**config.mk**
```make
export PLATFORM = sky130hd
export DESIGN_NAME = dlx_mem_arbiter
export DESIGN_NICKNAME = d
export VERILOG_FILES = /design/src/rtl/dlx_mem_arbiter.sv
export SDC_FILE = /design/constraint.sdc
export NUM_CORES = 1
export LEC_CHECK = 0
export ABC_AREA = 1
export CAP_MARGIN = 20
export CORE_MARGIN = 5
export CORE_UTILIZATION = 30
export DETAILED_ROUTE_END_ITERATION = 10
export GPL_TIMING_DRIVEN = 0
export PLACE_DENSITY = 0.63
export SETUP_SLACK_MARGIN = 0.1
export SLEW_MARGIN = 30
export SYNTH_ARGS = -nofsm -noshare
export SYNTH_HDL_FRONTEND = slang
export SYNTH_SLANG_ARGS = --single-unit
```
**constraint.sdc**
```tcl
create_clock -name clk -period 1.6 [get_ports clk]
set_clock_uncertainty 0.05 [all_clocks]
set_input_delay 0.4 -clock clk [delete_from_list [all_inputs] [get_ports clk]]
set_output_delay 0.4 -clock clk [all_outputs]
set_load 0.05 [all_outputs]
```
**src/rtl/dlx_mem_arbiter.sv**
```systemverilog
`default_nettype none
// ============================================================================
// Module   : dlx_mem_arbiter
// Purpose  : Shares one single-ported SRAM between the DLX instruction-fetch
//            port and the data port. Each access is sequenced as
//            IDLE -> ACCESS (WAIT_STATES+1 cycles) -> RESP (ack cycle).
//            Simultaneous requests are resolved by fixed priority (data
//            wins) or round-robin, selected by ARB_MODE.
// Ports    : clk, rst            clock (rising edge), synchronous reset (high)
//            i_req/i_addr        instruction read request and address
//            i_rdata/i_ack       instruction read data, one-cycle completion
//            d_req/d_we/d_addr   data request, write enable, address
//            d_wdata             data write data
//            d_rdata/d_ack       data read data, one-cycle completion
//            m_addr/m_wdata      SRAM address and write data
//            m_we/m_re           SRAM write / read enables (never both high)
//            m_rdata             SRAM read data
//            busy                high whenever an access is in progress
// Revision : 1.0  initial release
// ============================================================================
module dlx_mem_arbiter #(
  parameter int ADDR_W      = 32,
  parameter int DATA_W      = 32,
  parameter int WAIT_STATES = 1,
  parameter int ARB_MODE    = 0
) (
  input  logic              clk,
  input  logic              rst,
  input  logic              i_req,
  input  logic [ADDR_W-1:0] i_addr,
  output logic [DATA_W-1:0] i_rdata,
  output logic              i_ack,
  input  logic              d_req,
  input  logic              d_we,
  input  logic [ADDR_W-1:0] d_addr,
  input  logic [DATA_W-1:0] d_wdata,
  output logic [DATA_W-1:0] d_rdata,
  output logic              d_ack,
  output logic [ADDR_W-1:0] m_addr,
  output logic [DATA_W-1:0] m_wdata,
  output logic              m_we,
  output logic              m_re,
  input  logic [DATA_W-1:0] m_rdata,
  output logic              busy
);

  typedef enum logic [1:0] {
    S_IDLE   = 2'd0,
    S_ACCESS = 2'd1,
    S_RESP   = 2'd2
  } state_t;

  localparam logic [3:0] c_WAIT = 4'(WAIT_STATES);

  state_t              state_q, state_d;
  logic [3:0]          cnt_q, cnt_d;
  logic                win_data_q, win_data_d;    // current access belongs to data port
  logic                last_data_q, last_data_d;  // last grant went to data port
  logic [ADDR_W-1:0]   m_addr_q, m_addr_d;
  logic [DATA_W-1:0]   m_wdata_q, m_wdata_d;
  logic                m_we_q, m_we_d;
  logic                m_re_q, m_re_d;
  logic [DATA_W-1:0]   i_rdata_q, i_rdata_d;
  logic [DATA_W-1:0]   d_rdata_q, d_rdata_d;
  logic                i_ack_q, i_ack_d;
  logic                d_ack_q, d_ack_d;
  logic                w_grant_data;

  // Data port wins when it is the only requester; under contention it wins
  // in fixed-priority mode, or in round-robin mode when instruction was
  // granted last.
  always_comb begin
    w_grant_data = d_req && (!i_req || (ARB_MODE == 0) || !last_data_q);
  end

  always_comb begin
    state_d     = state_q;
    cnt_d       = cnt_q;
    win_data_d  = win_data_q;
    last_data_d = last_data_q;
    m_addr_d    = m_addr_q;
    m_wdata_d   = m_wdata_q;
    m_we_d      = m_we_q;
    m_re_d      = m_re_q;
    i_rdata_d   = i_rdata_q;
    d_rdata_d   = d_rdata_q;
    i_ack_d     = 1'b0;
    d_ack_d     = 1'b0;

    case (state_q)
      S_IDLE: begin
        if (i_req || d_req) begin
          win_data_d  = w_grant_data;
          last_data_d = w_grant_data;
          m_addr_d    = w_grant_data ? d_addr : i_addr;
          if (w_grant_data) begin
            m_wdata_d = d_wdata;
          end
          // Instruction fetches are always reads.
          m_we_d  = w_grant_data && d_we;
          m_re_d  = !(w_grant_data && d_we);
          cnt_d   = c_WAIT;
          state_d = S_ACCESS;
        end
      end

      S_ACCESS: begin
        if (cnt_q != 4'd0) begin
          cnt_d = cnt_q - 4'd1;
        end else begin
          // Last memory cycle: capture read data so it is valid with the ack.
          if (m_re_q) begin
            if (win_data_q) begin
              d_rdata_d = m_rdata;
            end else begin
              i_rdata_d = m_rdata;
            end
          end
          i_ack_d = !win_data_q;
          d_ack_d = win_data_q;
          m_we_d  = 1'b0;
          m_re_d  = 1'b0;
          state_d = S_RESP;
        end
      end

      S_RESP: begin
        state_d = S_IDLE;
      end

      default: begin
        state_d = S_IDLE;
      end
    endcase
  end

  always_ff @(posedge clk) begin
    if (rst) begin
      state_q     <= S_IDLE;
      cnt_q       <= 4'd0;
      win_data_q  <= 1'b0;
      last_data_q <= 1'b0;
      m_addr_q    <= '0;
      m_wdata_q   <= '0;
      m_we_q      <= 1'b0;
      m_re_q      <= 1'b0;
      i_rdata_q   <= '0;
      d_rdata_q   <= '0;
      i_ack_q     <= 1'b0;
      d_ack_q     <= 1'b0;
    end else begin
      state_q     <= state_d;
      cnt_q       <= cnt_d;
      win_data_q  <= win_data_d;
      last_data_q <= last_data_d;
      m_addr_q    <= m_addr_d;
      m_wdata_q   <= m_wdata_d;
      m_we_q      <= m_we_d;
      m_re_q      <= m_re_d;
      i_rdata_q   <= i_rdata_d;
      d_rdata_q   <= d_rdata_d;
      i_ack_q     <= i_ack_d;
      d_ack_q     <= d_ack_d;
    end
  end

  assign m_addr  = m_addr_q;
  assign m_wdata = m_wdata_q;
  assign m_we    = m_we_q;
  assign m_re    = m_re_q;
  assign i_rdata = i_rdata_q;
  assign d_rdata = d_rdata_q;
  assign i_ack   = i_ack_q;
  assign d_ack   = d_ack_q;
  assign busy    = (state_q != S_IDLE);

endmodule
`default_nettype wire
```
# Word-level counts from Yosys, hierarchy flattened
# Cells that the tools add are included.
word_totals:
  inputBits: 133
  word_cells: 47
  reg_bits: 139
op_classes:
  addsub: 1
  n_bitwise: 3
  muxes: 12
  reduce_logical: 16
  n_eq_ne: 4
ops:
  columns: ["operator", "count"]
  rows:
  - ["$mux W32", 1]
  - ["$reduce_and A3 Y1", 3]
  - ["$mux W4", 2]
  - ["$pmux W4 S2", 1]
  - ["$reduce_and A4 Y1", 2]
  - ["$ne A2 B2 Y1 const B", 3]
  - ["$mux W2", 2]
  - ["$pmux W1 S2", 2]
  - ["$pmux W2 S2", 1]
  - ["$reduce_and A2 Y1", 2]
  - ["$reduce_bool A2 Y1", 2]
  - ["$reduce_bool A4 Y1", 1]
  - ["$sub A4 B1 Y4 const B", 1]
  - ["$mux W1", 3]
  - ["$not A1 Y1", 3]
  - ["$reduce_or A3 Y1", 1]
  - ["$eq A2 B1 Y1 const B", 1]
  - ["$logic_not A1 Y1", 2]
  - ["$logic_not A2 Y1", 1]
  - ["$logic_and A1 B1 Y1", 1]
  - ["$logic_or A1 B1 Y1", 1]

# Logic depth before layout (Yosys ltp)
logic_depth:
  word_depth: 4
  mapped_depth: 9
  ltp_nobuf: 8

# Worst setup path after synthesis
# No wires, ideal clock.
synth_path:
  path_type: "register -> register"
  from: "register m_re_q, in the netlist m_re"
  to: "register d_rdata_q[21], in the netlist d_rdata[21]"
  required_time_ns: 1.436
  setup_ns: 0.114
  arrival_time_ns: 1.452
  setup_slack_ns: -0.016
  path_stages_with_launch: 7
  period_less_slack_ns: 1.616
  path_cell_list: "dfxtp_1 nand2_1 inv_1 buf_1 nand3b_1 nand2_1 nor2_1"
synth_via:
  elab_chain_len: 1
synth_lines:
  columns: ["element", "line_no", "text"]
  rows:
  - ["start: declaration", "62", "logic m_re_q, m_re_d;"]
  - ["start signal: assignment", "159", "m_re_q <= m_re_d;"]
  - ["$reduce_and A4 Y1 (no source line)", null, null]
  - ["end signal: assignment", "161", "d_rdata_q <= d_rdata_d;"]
  - ["end: declaration", "64", "logic [DATA_W-1:0] d_rdata_q, d_rdata_d;"]
# Every way passes these cells.
# A chain may end at the register's enable or synchronous reset.

# Worst setup path in the final report
layout_path:
  from: "register state_q[1]"
  to: "output busy"
layout_via:
  elab_chain_len: 1
layout_lines:
  columns: ["element", "line_no", "text"]
  rows:
  - ["start: declaration", "55", "state_t state_q, state_d;"]
  - ["start signal: assignment", "152", "state_q <= state_d;"]
  - ["$reduce_bool A2 Y1", "175", "assign busy = (state_q != S_IDLE);"]
  - ["end: declaration", "44", "output logic busy"]
# Every way passes these cells.

==> flow_summary_export.csv <==
group,metric,value,unit
run_status,status,"complete, no violations",
global_routing,antenna_found_initial,1,
yosys,ys_ff_latch,139,
pwr,share_comb_of_total_power,0.303,
yosys,syn-cell-area,5580,sq um
timing,hold-worst-slack,424,ps
timing,report.final.slew_viol_count,0,
die,die_w,146,microns
clock_network,tritoncts,"done",
drt,firstDrtPassIters,4,
global_routing,grt-ovfl-total,0,
pwr,leakagePower,4.07,nW
setup_path,cp.buffers_inverters,2,
pwr,seqPwrFrac,0.347,
drt,drc,0,
timing,finalCriticalPeriod,1540,ps
setup_path,reg2reg_from,"cnt_q[0]$_SDFFE_PP0P_",
cells_and_area,multi_input_area,2550,sq um
setup_path,crit_arrival,1090,ps
drt,viasPerCell,4.40,
setup_path,crit_path_top_delay_cell,"dfxtp_2",
clock_network,h-tree-depth,4,
setup_path,critPathMaxFanout,2,
timing,maxSlewHeadroom,0.649,
pwr,ir_worst_vdd,757,uV
die,die_y,146,microns
place,pre_cts_slack,-702,ps
cells_and_area,layoutNonFillerInstCount,1300,
cells_and_area,insertedDiodeCount,0,
hold_path,worstHoldStart,"i_rdata[26]$_SDFFE_PP0P_",
cells_and_area,final_util,0.495,
setup_path,startpoint,"state_q[1]$_SDFFE_PP0P_",
setup_path,path_class,"flop to output port",
timing,finalSetupTns,0,ps
clock_network,cts_sinks,139,
setup_path,crit_path_start_kind,"flop",
setup_path,max_stage_delay,330,ps
pwr,power_switching,0.00401,W
die,io_pins,266,
clock_network,holdBufCountCts,0,
yosys,synth_fp_nets,894,
pwr,powerDensity,1290,nW/um^2
clock_network,cts_made_buffers,17,
setup_path,cp-end-kind,"output port",
drt,drt_iter0_markers,186,
yosys,synth_cell_types,25,
flow_run,max_cap_violations,0,
yosys,netlist_top_cells_area,"dfxtp_1, nor2_1, nand2_1",
timing,finalSetupViolCount,0,
timing,finalWorstSetupSlack,64.2,ps
setup_path,crit_family,"flip-flops",
setup_path,cp_cell_sequence,"nor2_4 -> inv_4 -> buf_12",
die,start_util,0.308,
die,core-area,18100,sq um
drt,drtAntennaViolNets,0,
clock_network,cts_root_buf,"clkbuf_16",
pwr,power.internal,0.00758,W
die,num_rows,49,
drt,vias,5722,
drt,totalWireLength,19.3,mm
cells_and_area,area_growth,60.8,%
timing,rsz0062_at_grt,"yes",
yosys,yosysWarnings,0,
timing,worstMarginPinSlew,527,ps
place,io_buffers,264,
yosys,netlist_instances,759,
hold_path,min_path_type,"flop to flop",
yosys,avgSynthCellArea,7.36,sq um
die,die-area,21400,sq um
yosys,synth_top_area_frac,0.498,
pwr,power_frac_clock,0.350,
timing,min_period_over_period,0.960,
timing,clock.fmax,651,MHz
cells_and_area,final-seq-area,2790,sq um
clock_network,cts.reportedPaths.clkPinSlew,60,ps
pwr,sw_frac_of_total,0.346,
cells_and_area,layout-drive-gt1-share,0.223,
setup_path,cp.required,1150,ps
clock_network,cts.path.max_buffers,2,
cells_and_area,n_fill_cell,1859,
global_routing,grt_pass1_wl,29.8,mm
global_routing,track_usage,0.173,
place,dp_cells,1252,
place,place_congestion,0.803,
global_routing,grt_pass1_vias,5494,
cells_and_area,final_nets,1193,
clock_network,clock_insertion_delay_worst_skew,410,ps
drt,wl_per_cell,14.8,microns
yosys,synth_top_area_cell,"dfxtp_1",
timing,hold_viol,0,
yosys,synth-seq-area-share,0.498,
place,dp_hpwl,14.5,mm
global_routing,grt_max_degree,17,
==> what timing repair did <==
item | CTS | global route
buffers inserted | 5 | 7
hold endpoints to repair | 0 | 0
resized for setup | 708 | 105
gates cloned | 1 | 3
pin swaps | 7 | 11
setup endpoints to repair | 257 | 150
==> layout by cell type, fill, tap and decap left out, types with 13 or more instances in the layout <==
cell type        Yosys  layout
buf_4                1      20
nor2_1             262     261
clkbuf_4             0      74
buf_6                6      13
clkbuf_1            20      15
clkbuf_16            0      18
nand3b_1            32      32
clkdlybuf4s50_1      0     130
o21ai_0             65      65
dfxtp_1            139     135
o21bai_1            32      30
buf_2               17      64
nand2_1            141     141
==> worst paths after layout <==
kind / to / slack [ps] / cells after the start
worst min-delay path: i_rdata[26]$_SDFFE_PP0P_ / 420 / 2
worst max-delay path: busy / 60 / 3
worst min register to register: i_rdata[26]$_SDFFE_PP0P_ / 420 / 2
worst max register to register: i_rdata[10]$_SDFFE_PP0P_ / 110 / 8
==> per-stage QoR <==
step / total power [W] / area, sq um
final: 0.0116 / 8980
after global routing: 0.0122 / 8980
after CTS: 0.0115 / 8610
after detailed placement: 0.00757 / 8510
after global placement: 0.00756 / 8510
after floorplan: 0.00622 / 5590
==> flip-flops by register name, indices dropped and copies added, names as in the netlist <==
name	cells
d_rdata	32
win_data_q	1
m_addr	32
state_q	2
m_re	1
d_ack	1
m_we	1
i_ack	1
cnt_q	4
i_rdata	32
m_wdata	32
==> power by group through the flow <==
stage | logic (W) | clock network (W) | registers (W)
after CTS | 0.00334 | 0.00414 | 0.00401
final | 0.00351 | 0.00405 | 0.00402
after detailed placement | 0.00350 | 0 | 0.00408
after global placement | 0.00349 | 0 | 0.00407
after floorplan | 0.00103 | 0 | 0.00520
after global routing | 0.00379 | 0.00431 | 0.00407
==> cells by family after synthesis <==
kind of cell / Yosys count / share of synthesized area
fa+ha+maj: 2 / 0.00448
compound gates: 106 / 0.110
buf+inv: 62 / 0.0544
simple gates: 450 / 0.332
flops: 139 / 0.498
==> cell type report <==
class                      instances  area share
sequential                       139       0.311
inverter                          13     0.00655
multi-input combinational        558       0.285
timing repair buffer             280       0.264
buffer                            49      0.0353
tap                              229      0.0319
clock inverter                    11      0.0159
clock buffer                      21      0.0513
==> worst reg2reg max path, cell delays in order, from the launching register on <==
cell	delay [ps]
dfxtp_4	360
inv_4	60
ha_4	150
nand2_4	60
nor2_4	170
nand2_4	140
buf_6	160
o21bai_1	180
nor2_1	60
==> Yosys cell counts, drive strengths merged <==
master / count
nor2: 266
nand2: 143
dfxtp: 139
o21ai: 66
nand3b: 32
o21bai: 32
buf: 28
clkbuf: 21
inv: 12
a21oi: 7
nand3: 6
nor3: 3
ha: 2
clkinv: 1
o21a: 1
==> routing by layer <==
metal | up-vias | GRT usage | wire [microns]
met5 | - | 0 | 7
met4 | 2 | 0.0494 | 353
met3 | 26 | 0.0734 | 1880
met2 | 204 | 0.288 | 9070
met1 | 2492 | 0.205 | 7980
li1 | 2998 | - | -
No activity file was read; power rests on OpenSTA's default activity.
